`src/rtl/fp_mul_arbiter_if.sv`:
```
// Requester / multiplier bus of fp_mul_arbiter.
// slave modport: the arbiter. master modport: requesters plus the multiplier.
interface fp_mul_arbiter_if #(
    parameter int NUM_REQ    = 4,
    parameter int DATA_WIDTH = 32
);
    logic [NUM_REQ-1:0]            req_valid;
    logic [NUM_REQ-1:0]            req_ready;
    logic [NUM_REQ*DATA_WIDTH-1:0] req_a;
    logic [NUM_REQ*DATA_WIDTH-1:0] req_b;
    logic                          hold;
    logic [DATA_WIDTH-1:0]         mul_a;
    logic [DATA_WIDTH-1:0]         mul_b;
    logic [DATA_WIDTH-1:0]         mul_result;
    logic [NUM_REQ-1:0]            rsp_valid;
    logic [DATA_WIDTH-1:0]         rsp_data;
    logic                          busy;

    modport slave (
        input  req_valid, req_a, req_b, hold, mul_result,
        output req_ready, mul_a, mul_b, rsp_valid, rsp_data, busy
    );

    modport master (
        output req_valid, req_a, req_b, hold, mul_result,
        input  req_ready, mul_a, mul_b, rsp_valid, rsp_data, busy
    );
endinterface

```
`src/rtl/fp_mul_arbiter.sv`:
```
// Round-robin arbiter sharing one pipelined FP multiplier among NUM_REQ
// requesters. Each product is steered back to its owner by a tag pipeline
// that runs alongside the operand register and the multiplier stages.
// Build option: define FP_MUL_ARB_FIXED_PRIO_EN for fixed priority
// (lowest index wins); default is round-robin.
// rst_n is asynchronous and active-high despite its name.
module fp_mul_arbiter #(
    parameter int NUM_REQ     = 4,
    parameter int DATA_WIDTH  = 32,
    parameter int MUL_LATENCY = 2
) (
    input  logic              clk,
    input  logic              rst_n,
    fp_mul_arbiter_if.slave   bus
);
    localparam int IW = (NUM_REQ > 1) ? $clog2(NUM_REQ) : 1;

    logic [IW-1:0]                    rr_ptr;
    logic                             found;
    logic [IW-1:0]                    win;
    logic                             grant;
    logic [NUM_REQ-1:0]               ready_vec;
    logic [DATA_WIDTH-1:0]            mul_a_q;
    logic [DATA_WIDTH-1:0]            mul_b_q;
    // stage 0 rides with mul_a/mul_b, stage MUL_LATENCY aligns with mul_result
    logic [MUL_LATENCY:0]             tag_vld;
    logic [MUL_LATENCY:0][IW-1:0]     tag_id;
    logic [NUM_REQ-1:0]               rsp_valid_q;
    logic [DATA_WIDTH-1:0]            rsp_data_q;

    // search req_valid from rr_ptr upward with wrap; first valid index wins
    always_comb begin
        found = 1'b0;
        win   = '0;
        for (int n = 0; n < NUM_REQ; n++) begin
            int idx;
            idx = int'(rr_ptr) + n;
            if (idx >= NUM_REQ) idx = idx - NUM_REQ;
            if (!found && bus.req_valid[idx]) begin
                found = 1'b1;
                win   = IW'(idx);
            end
        end
    end

    // a grant is always a handshake since the winner is valid by construction
    assign grant = found && !bus.hold && !rst_n;

    // one-hot ready for the winner only
    always_comb begin
        ready_vec = '0;
        if (grant) ready_vec[win] = 1'b1;
    end

`ifdef FP_MUL_ARB_FIXED_PRIO_EN
    assign rr_ptr = '0;
`else
    // pointer moves one past the granted requester
    always_ff @(posedge clk or posedge rst_n) begin
        if (rst_n) begin
            rr_ptr <= '0;
        end else if (grant) begin
            rr_ptr <= (int'(win) == NUM_REQ - 1) ? '0 : win + 1'b1;
        end
    end
`endif

    // operand register feeding the multiplier; holds when nothing is granted
    always_ff @(posedge clk or posedge rst_n) begin
        if (rst_n) begin
            mul_a_q <= '0;
            mul_b_q <= '0;
        end else if (grant) begin
            mul_a_q <= bus.req_a[int'(win)*DATA_WIDTH +: DATA_WIDTH];
            mul_b_q <= bus.req_b[int'(win)*DATA_WIDTH +: DATA_WIDTH];
        end
    end

    // tag pipeline shifts every cycle; no stall path exists
    always_ff @(posedge clk or posedge rst_n) begin
        if (rst_n) begin
            tag_vld <= '0;
            tag_id  <= '0;
        end else begin
            tag_vld <= {tag_vld[MUL_LATENCY-1:0], grant};
            tag_id  <= {tag_id[MUL_LATENCY-1:0], win};
        end
    end

    // register the product and strobe its owner; data holds otherwise
    always_ff @(posedge clk or posedge rst_n) begin
        if (rst_n) begin
            rsp_valid_q <= '0;
            rsp_data_q  <= '0;
        end else begin
            rsp_valid_q <= tag_vld[MUL_LATENCY] ?
                           (NUM_REQ'(1) << tag_id[MUL_LATENCY]) : '0;
            if (tag_vld[MUL_LATENCY]) rsp_data_q <= bus.mul_result;
        end
    end

    assign bus.req_ready = ready_vec;
    assign bus.mul_a     = mul_a_q;
    assign bus.mul_b     = mul_b_q;
    assign bus.rsp_valid = rsp_valid_q;
    assign bus.rsp_data  = rsp_data_q;
    assign bus.busy      = (|tag_vld) || (|rsp_valid_q);
endmodule

```
`src/flat_wrapper.sv`:
```
// flat-port wrapper written by rule: the top's interface ports become plain ports
module fp_mul_arbiter_flat 
#(
    parameter int NUM_REQ     = 4,
    parameter int DATA_WIDTH  = 32,
    parameter int MUL_LATENCY = 2
)
  (clk, rst_n, bus_req_valid, bus_req_a, bus_req_b, bus_hold, bus_mul_result, bus_req_ready, bus_mul_a, bus_mul_b, bus_rsp_valid, bus_rsp_data, bus_busy);
  fp_mul_arbiter_if #(.NUM_REQ(NUM_REQ), .DATA_WIDTH(DATA_WIDTH)) bus_i ();
  input  logic clk;
  input  logic rst_n;
  input wire logic [$bits(bus_i.req_valid)-1:0] bus_req_valid;
  input wire logic [$bits(bus_i.req_a)-1:0] bus_req_a;
  input wire logic [$bits(bus_i.req_b)-1:0] bus_req_b;
  input wire logic [$bits(bus_i.hold)-1:0] bus_hold;
  input wire logic [$bits(bus_i.mul_result)-1:0] bus_mul_result;
  output wire logic [$bits(bus_i.req_ready)-1:0] bus_req_ready;
  output wire logic [$bits(bus_i.mul_a)-1:0] bus_mul_a;
  output wire logic [$bits(bus_i.mul_b)-1:0] bus_mul_b;
  output wire logic [$bits(bus_i.rsp_valid)-1:0] bus_rsp_valid;
  output wire logic [$bits(bus_i.rsp_data)-1:0] bus_rsp_data;
  output wire logic [$bits(bus_i.busy)-1:0] bus_busy;
  assign bus_i.req_valid = bus_req_valid;
  assign bus_i.req_a = bus_req_a;
  assign bus_i.req_b = bus_req_b;
  assign bus_i.hold = bus_hold;
  assign bus_i.mul_result = bus_mul_result;
  assign bus_req_ready = bus_i.req_ready;
  assign bus_mul_a = bus_i.mul_a;
  assign bus_mul_b = bus_i.mul_b;
  assign bus_rsp_valid = bus_i.rsp_valid;
  assign bus_rsp_data = bus_i.rsp_data;
  assign bus_busy = bus_i.busy;
  fp_mul_arbiter #(.NUM_REQ(NUM_REQ), .DATA_WIDTH(DATA_WIDTH), .MUL_LATENCY(MUL_LATENCY)) u_core (.clk(clk), .rst_n(rst_n), .bus(bus_i));
endmodule
```
`config.mk`:
```
export PLATFORM = sky130hd
export DESIGN_NAME = fp_mul_arbiter_flat
export DESIGN_NICKNAME = d
export VERILOG_FILES = /design/src/rtl/fp_mul_arbiter_if.sv /design/src/rtl/fp_mul_arbiter.sv /design/src/flat_wrapper.sv
export SDC_FILE = /design/constraint.sdc
export NUM_CORES = 1
export LEC_CHECK = 0
export ABC_CLOCK_PERIOD_IN_PS = 6200
export CORE_AREA = 10 10 147 149
export CTS_CLUSTER_SIZE = 24
export DETAILED_ROUTE_END_ITERATION = 10
export DIE_AREA = 0 0 157 159
export PLACE_DENSITY = 0.79
export SLEW_MARGIN = 20
export SYNTH_ARGS = -nofsm -noshare
export SYNTH_HDL_FRONTEND = slang
export SYNTH_SLANG_ARGS = --single-unit
```
`constraint.sdc`:
```
create_clock -name clk -period 6.2 [get_ports clk]
set_clock_uncertainty 0.2 [all_clocks]
set_input_delay 1.24 -clock clk [delete_from_list [all_inputs] [get_ports clk]]
set_output_delay 1.24 -clock clk [all_outputs]
set_load 0.02 [all_outputs]
```
# Word-level counts from Yosys, hierarchy flattened
# Index checks and enable logic that the tools add are counted.
# word_totals
register_bits,111
input_bits,295
out_inout_bits,105
elab_cells,74
# classes
addsub,8
magnitude_cmp,10
eq_ne,1
n_shift,3
mux,29
n_reduce_logical,14
# op_table
op,count
$shiftx 128x8->32,2
$lt 32x4->1 const B,4
$mux 32,4
$ge 32x4->1 const B,3
$sub 32x4->32 const B,3
$mux 1,13
$mux 2,5
$bmux 1 s2,4
$mux 4,2
$add 2x2->3 const B,2
$logic_and 1x1->1,6
$logic_not 1->1,5
$reduce_or 4->1,1
$shl 1x2->4 const A,1
$sub 2x3->4 const B,1
$add 2x1->3 const B,1
$ge 2x3->1 const B,1
$lt 2x3->1 const B,1
$reduce_or 3->1,1
$add 2x1->2 const B,1
$demux 1 s2,1
$eq 2x1->1 const B,1
$ge 2x1->1 const B,1
$logic_or 1x1->1,1

# Longest topological paths before layout
# Gate-level depths: netlist of run 1.
# logic_depth
word_depth,20
mapped_depth,9
depth_no_buf,5

# Worst setup path after synthesis of run 1
# No wires, ideal clock.
# synth_path
path_kind,input port to output port
start,input port bus_req_valid[3]
end,output port bus_req_ready[0]
arrival_ns,2.430
t_required_ns,4.760
slack_ns,2.330
cell_stages,8
n_path_buf,4
cell_sequence,buf_4 nor2_2 a211o_1 buf_6 inv_1 buf_4 buf_2 and2_1
# synth_via
word_cells_on_any_way,34
cone_classes,order compare (2); mux (23); reduce/logical (9)
# synth_lines
element,line_no,text
start: declaration,flat_wrapper.sv:12,input wire logic [$bits(bus_i.req_valid)-1:0] bus_req_valid;
$bmux 1 s2,fp_mul_arbiter.sv:39,if (!found && bus.req_valid[idx]) begin
$mux 1 (not written as such) (2 in series),fp_mul_arbiter.sv:39,
$mux 1,fp_mul_arbiter.sv:39,
$logic_not 1->1,fp_mul_arbiter.sv:39,
$logic_and 1x1->1,fp_mul_arbiter.sv:39,
$mux 1,fp_mul_arbiter.sv:39,
$logic_not 1->1,fp_mul_arbiter.sv:39,
$logic_and 1x1->1,fp_mul_arbiter.sv:39,
$mux 1,fp_mul_arbiter.sv:39,
$logic_not 1->1,fp_mul_arbiter.sv:39,
$logic_and 1x1->1,fp_mul_arbiter.sv:39,
$mux 1 (*),fp_mul_arbiter.sv:39,
$logic_and 1x1->1 (*) (2 in series),fp_mul_arbiter.sv:47,assign grant = found && !bus.hold && !rst_n;
via u_core.grant,fp_mul_arbiter.sv:21,logic grant;
$mux 4 (*),fp_mul_arbiter.sv:52,if (grant) ready_vec[win] = 1'b1;
end: declaration,flat_wrapper.sv:17,output wire logic [$bits(bus_i.req_ready)-1:0] bus_req_ready;
# Mark *: on every way through the listed nets, which the timed path passes. The rest lies on a longest branch. The select of a mux whose other input is x is not followed.

# Worst setup path in the final report of run 1
# layout_path
start,input port bus_req_valid[2]
end,output port bus_req_ready[1]
# layout_via
elab_chain_cells,18
word_cells_on_any_way,34
cone_classes,order compare (2); mux (23); reduce/logical (9)
# layout_lines
element,line_no
$bmux 1 s2,fp_mul_arbiter.sv:39
$mux 1 (not written as such) (2 in series),fp_mul_arbiter.sv:39
$mux 1,fp_mul_arbiter.sv:39
$logic_not 1->1,fp_mul_arbiter.sv:39
$logic_and 1x1->1,fp_mul_arbiter.sv:39
$mux 1,fp_mul_arbiter.sv:39
$logic_not 1->1,fp_mul_arbiter.sv:39
$logic_and 1x1->1,fp_mul_arbiter.sv:39
$mux 1,fp_mul_arbiter.sv:39
$logic_not 1->1,fp_mul_arbiter.sv:39
$logic_and 1x1->1,fp_mul_arbiter.sv:39
$mux 2,fp_mul_arbiter.sv:39
$lt 2x3->1 (not written as such) / $ge 2x1->1 (equally long branches),fp_mul_arbiter.sv:52
$logic_and 1x1->1 (not written as such),fp_mul_arbiter.sv:52
$mux 1 (not written as such),fp_mul_arbiter.sv:52
$demux 1 s2,n/a
$mux 4 (*),fp_mul_arbiter.sv:52
# Every way passes the cells marked *; elsewhere a longest branch is shown, timed or not. The select of a mux whose other input is x is not followed.

==> results.yml, run 1 <==
cells_and_area:
  layout-drive-gt1-share_pct: 7.95
  final_common_cell: "clkdlybuf4s50_1"
  layout.nets: 1233
  fin_util_pct: 56.6
  mostFrequentLayoutCells: "399 x clkdlybuf4s50_1, 111 x dfrtp_1, 70 x o21ai_0, 65 x mux2i_1, 38 x nor2_1"
  areaGrowthSynthToFinish_pct: 71.4
  n_fill_cell: 1626
global_route:
  grt-ovfl-total: 0
  busiest_layer: "met2"
  grtUsageMet1_pct: 22.6
  gr-usage-met2_pct: 35.8
  met3_usage_pct: 6.31
  grt_pass1_vias: 6481
  grt_max_degree: 64
  grtUsageTotal_pct: 20.4
  antenna_found_initial: 1
  grt_pass1_wl_um: 39400
detailed_routing:
  postRouteAntennaNets: 0
  wl_per_cell_um: 22.6
  first_pass_iters: 5
  via_per_inst: 5.31
  drt_iter0_drc: 398
  routed_wl_um: 26600
  drc: 0
  vias: 6254
placed_design:
  pre_cts_slack_ps: 1050
  gp_congestion: 0.868
  hpwlAfterDp_um: 20800
  portBuffers: 399
floorplanning:
  rows: 50
  die_y_um: 159
  die_width_um: 157
  io_pins: 400
  start_util_pct: 33.0
  core_area_sq_um: 18600
  dieArea_sq_um: 25000
clock_network:
  post_cts_buffers: 0
  cts_buffers: 9
  cts_tree: "built"
  clock-sinks: 111
  cts_max_level: 3
  cts_resized: 0
  cts-root-buf: "clkbuf_16"
  path_clk_slew_ps: 80
  worstSkewPairLatency_ps: 350
  clk_path_buf_depth: 2
  cts.hold.buffers_added: 0
synthesis:
  syn_area_sq_um: 6130
  synth_warnings: 0
  ys_types: 32
  seq_area_frac_synth_pct: 45.3
  ys_ff_latch: 111
  syn-num-nets: 865
  syn_area_per_cell_sq_um: 10.8
  netlist_instances: 570
timing:
  period_needed_ps: 5150
  final.period_utilization_pct: 83.1
  clock.fmax_ghz: 0.194
  tightest_slew_ps: 807
  setup_tns_ps: 0
  final_hold_viol_count: 0
  layout_setup_ws_ps: 1050
  slew_headroom_pct: 46.2
  rsz0062_at_grt: "false"
  setup_violations: 0
  slew_violations: 0
pwr:
  p_sw_share_pct: 37.8
  p_int_mw: 1.95
  switching_power_mw: 1.18
  power_frac_clock_pct: 18.7
  power_mw: 3.13
  combPwrFrac_pct: 48.4
  p_leak_nw: 4.09
  ir_drop_uv: 193
  power_density_nw_per_um2: 298
  seq_power_share_pct: 32.9
outcome:
  status: "complete, no violations"
critical_path:
  worstPathArrival_ps: 3710
  crit_path_start_kind: "primary input"
  critPathRequiredTime_ps: 4760
  cp_max_fo: 40
  worst-setup-path-type: "in2out"
  cp-end-kind: "output port"
worst_hold_path:
  hold_path_class: "reg2reg"
job:
  max-cap-violations: 0
[cells by family after synthesis]
| family | Yosys count | share of synthesized area [%] |
|---|---|---|
| flops | 111 | 45.3 |
| simple gates | 90 | 7.38 |
| buf+inv | 60 | 5.81 |
| mux | 97 | 16.5 |
| compound gates | 212 | 25.0 |
[power by group through the flow]
stage                     clock network (mW)  logic (mW)  registers (mW)
after global routing                   0.636        1.62            1.05
after detailed placement                   0        1.53            1.04
final                                  0.585        1.52            1.03
after global placement                     0        1.51            1.03
after floorplan                            0       0.615            1.22
after CTS                              0.608        1.53            1.03
[per-stage QoR]
stage | hold slack (ps) | std cells | area, sq um
floorplan | 131 | 570 | 6130
global placement | 131 | 1161 | 10200
detailed placement | 136 | 1161 | 10200
CTS | 151 | 1177 | 10500
global route | 155 | 1178 | 10500
finish | 146 | 1178 | 10500
[routing by layer]
layer | up-vias | wire length, um
met4 | 0 | 679
met1 | 3038 | 10100
met3 | 33 | 2160
li1 | 2929 | -
met2 | 254 | 13700
met5 | - | 0
[critical path, stage by stage]
cell and delay (ps):
clkdlybuf4s50_1 670, nor2_1 130, a211o_4 520, inv_2 240
and2_1 150, clkdlybuf4s50_1 750
[layout make-up]
type | instances | area [sq um] | area share [%]
Antenna cell | 1 | 2.50 | 0.0238
Clock buffer | 10 | 229 | 2.18
Clock inverter | 6 | 62.6 | 0.595
Inverter | 3 | 13.8 | 0.131
Multi-Input combinational cell | 399 | 3020 | 28.7
Sequential cell | 111 | 2780 | 26.4
Tap cell | 234 | 293 | 2.78
Timing Repair Buffer | 414 | 4120 | 39.2
[Yosys cell counts, drive strengths merged]
| library cell | count | area (sq um) |
|---|---|---|
| o41ai | 1 | 16.3 |
| dfrtp | 111 | 2780 |
| o22ai | 35 | 219 |
| mux2i | 65 | 651 |
| buf | 33 | 255 |
| a221oi | 34 | 298 |
| nor3b | 1 | 7.51 |
| mux2 | 32 | 360 |
| a211o | 2 | 17.5 |
| nor2b | 2 | 12.5 |
| and3 | 1 | 6.26 |
| o2bb2ai | 30 | 263 |
| o31a | 1 | 8.76 |
| clkbuf | 24 | 90.1 |
| nor2 | 41 | 159 |
| a21boi | 1 | 7.51 |
| a21oi | 5 | 25.0 |
| a221o | 30 | 300 |
| nor4 | 1 | 6.26 |
| nor3 | 3 | 15.0 |
| nand2b | 31 | 194 |
| nand2 | 5 | 18.8 |
| o21ai | 71 | 359 |
| and3b | 1 | 8.76 |
| inv | 3 | 11.3 |
| and2 | 4 | 25.0 |
| o221a | 2 | 22.5 |
[flip-flops by register name (all words and copies together), names as in the netlist]
signal and cells:
u_core.bus.rsp_data 32, u_core.bus.mul_b 32, u_core.bus.rsp_valid 4, u_core.tag_id 6, u_core.bus.mul_a 32, u_core.tag_vld 3
u_core.rr_ptr 2
[final timing paths]
path,start,to,slack (ps),cells after the start
worst max-delay path,bus_req_valid[2],bus_req_ready[1],1050,6
worst min-delay path,u_core.tag_id[3],u_core.tag_id[5],150,0
worst max register to register,u_core.rr_ptr[0],u_core.bus.mul_a[24],3630,6
worst min register to register,u_core.tag_id[3],u_core.tag_id[5],150,0
max in group asynchronous,rst_n,u_core.tag_vld[0],3780,3
min in group asynchronous,rst_n,u_core.bus.mul_b[12],1000,2
No activity file was read; power rests on OpenSTA's default activity.
==> run 2: changes to the inputs <==
- ABC_CLOCK_PERIOD_IN_PS: 6200 -> 4400
- CORE_AREA: 10 10 147 149 -> unset
- CORE_MARGIN: unset -> 10
- CORE_UTILIZATION: unset -> 33
- DIE_AREA: 0 0 157 159 -> unset
- PLACE_DENSITY: 0.79 -> 0.82
- clock period: 6.2 -> 4.4 ns (I/O delays scaled with it)
==> results.yml, run 2 (synthesized netlist as in run 1, its figures left out) <==
pwr:
  p_sw_share_pct: 37.1
  p_leak_nw: 4.08
  switching_power_mw: 1.65
  power_frac_clock_pct: 19.0
  combPwrFrac_pct: 48.4
  p_int_mw: 2.80
  seq_power_share_pct: 32.6
  power_density_nw_per_um2: 422
  ir_drop_uv: 222
clock_network:
  cts_resized: 0
  worstSkewPairLatency_ps: 340
  post_cts_buffers: 0
  cts_max_level: 3
  clk_path_buf_depth: 2
  path_clk_slew_ps: 80
  clock-sinks: 111
  cts_buffers: 9
  cts-root-buf: "clkbuf_16"
  cts_tree: "built"
  cts.hold.buffers_added: 0
timing:
  tightest_slew_ps: 1060
  layout_setup_ws_ps: 391
  clock.fmax_ghz: 0.249
  setup_tns_ps: 0
  final.period_utilization_pct: 91.1
  period_needed_ps: 4010
  rsz0062_at_grt: "false"
  setup_violations: 0
  final_hold_viol_count: 0
  slew_headroom_pct: 29.1
  slew_violations: 0
detailed_routing:
  drc: 0
  first_pass_iters: 5
  wl_per_cell_um: 22.5
  drt_iter0_drc: 361
  postRouteAntennaNets: 0
  via_per_inst: 5.38
  routed_wl_um: 26300
  vias: 6288
global_route:
  grtUsageTotal_pct: 20.4
  grt-ovfl-total: 0
  grt_pass1_vias: 6524
  antenna_found_initial: 0
  grt_max_degree: 97
  grt_pass1_wl_um: 39000
placed_design:
  hpwlAfterDp_um: 20500
  pre_cts_slack_ps: 364
  portBuffers: 399
  gp_congestion: 0.810
critical_path:
  crit_path_start_kind: "primary input"
  cp-end-kind: "output port"
  worst-setup-path-type: "in2out"
  worstPathArrival_ps: 2930
  cp_max_fo: 10
  critPathRequiredTime_ps: 3320
job:
  max-cap-violations: 0
worst_hold_path:
  hold_path_class: "reg2reg"
floorplanning:
  die_width_um: 156
  io_pins: 400
  rows: 49
  core_area_sq_um: 18100
  dieArea_sq_um: 24400
  start_util_pct: 33.8
  die_y_um: 156
cells_and_area:
  areaGrowthSynthToFinish_pct: 71.7
  final_common_cell: "clkdlybuf4s50_1"
  diodes: 0
  multiInputGateArea_sq_um: 3020
  n_fill_cell: 1575
  mostFrequentLayoutCells: "399 x clkdlybuf4s50_1, 111 x dfrtp_1, 70 x o21ai_0, 65 x mux2i_1, 38 x nor2_1"
  layout.nets: 1231
  register_area_sq_um: 2780
  layout-drive-gt1-share_pct: 7.77
outcome:
  status: "complete, no violations"
-- run 2: cell count changes in the layout (fill, tap and decap cells not counted) --
cell | previous run | this run
buf_12 | 1 | 3
buf_4 | 14 | 10
bufinv_16 | 0 | 1
clkbuf_1 | 1 | 0
clkinv_4 | 2 | 1
clkinvlp_4 | 0 | 2
diode_2 | 1 | 0
inv_6 | 2 | 1
inv_8 | 1 | 0
-- run 2: metrics by stage --
stage / hold slack [ps] / power (mW) / std cells / util (%) / cell area [sq um]
global route: 150 / 4.69 / 1169 / 58.0 / 10500
CTS: 150 / 4.50 / 1169 / 58.0 / 10500
detailed placement: 135 / 3.63 / 1154 / 56.4 / 10200
global placement: 132 / 3.59 / 1154 / 56.4 / 10200
floorplan: 131 / 2.59 / 570 / - / 6130
finish: 141 / 4.44 / 1169 / 58.0 / 10500
-- run 2: final timing paths --
path,slack (ps),startpoint,cells past startpoint,endpoint
setup / recovery,390,bus_req_valid[0],6,bus_req_ready[2]
hold / removal,140,u_core.tag_id[0],0,u_core.tag_id[2]
max in group asynchronous,2380,rst_n,3,u_core.tag_id[0]
setup reg to reg,2060,u_core.rr_ptr[0],6,u_core.bus.mul_b[16]
hold reg to reg,140,u_core.tag_id[0],0,u_core.tag_id[2]
min in group asynchronous,850,rst_n,2,u_core.rr_ptr[0]
-- run 2: layout make-up --
type	instances	area share, %
clock buffer	9	2.14
clock inverter	6	0.749
sequential	111	26.4
tap	229	2.72
inverter	3	0.131
multi-input combinational	399	28.7
timing repair buffer	412	39.2
-- run 2: worst max-delay path: stages --
cell and delay, ps:
clkdlybuf4s50_1 670, nor2_2 100, a211o_4 350, inv_2 110
and2_1 150, clkdlybuf4s50_1 660
-- run 2: routing by layer --
metal	vias to the layer above	GRT usage (%)	routed length, um
li1	2921	-	-
met1	3037	23.2	9860
met2	290	35.4	13400
met3	40	6.50	2290
met4	0	7.06	719
met5	-	0	0
-- run 2: power groups by stage --
| stage | Sequential, mW | Clock [mW] | Combinational, mW |
|---|---|---|---|
| floorplan | 1.72 | 0 | 0.867 |
| global placement | 1.45 | 0 | 2.14 |
| detailed placement | 1.46 | 0 | 2.17 |
| CTS | 1.45 | 0.878 | 2.17 |
| global route | 1.48 | 0.913 | 2.30 |
| finish | 1.45 | 0.843 | 2.15 |
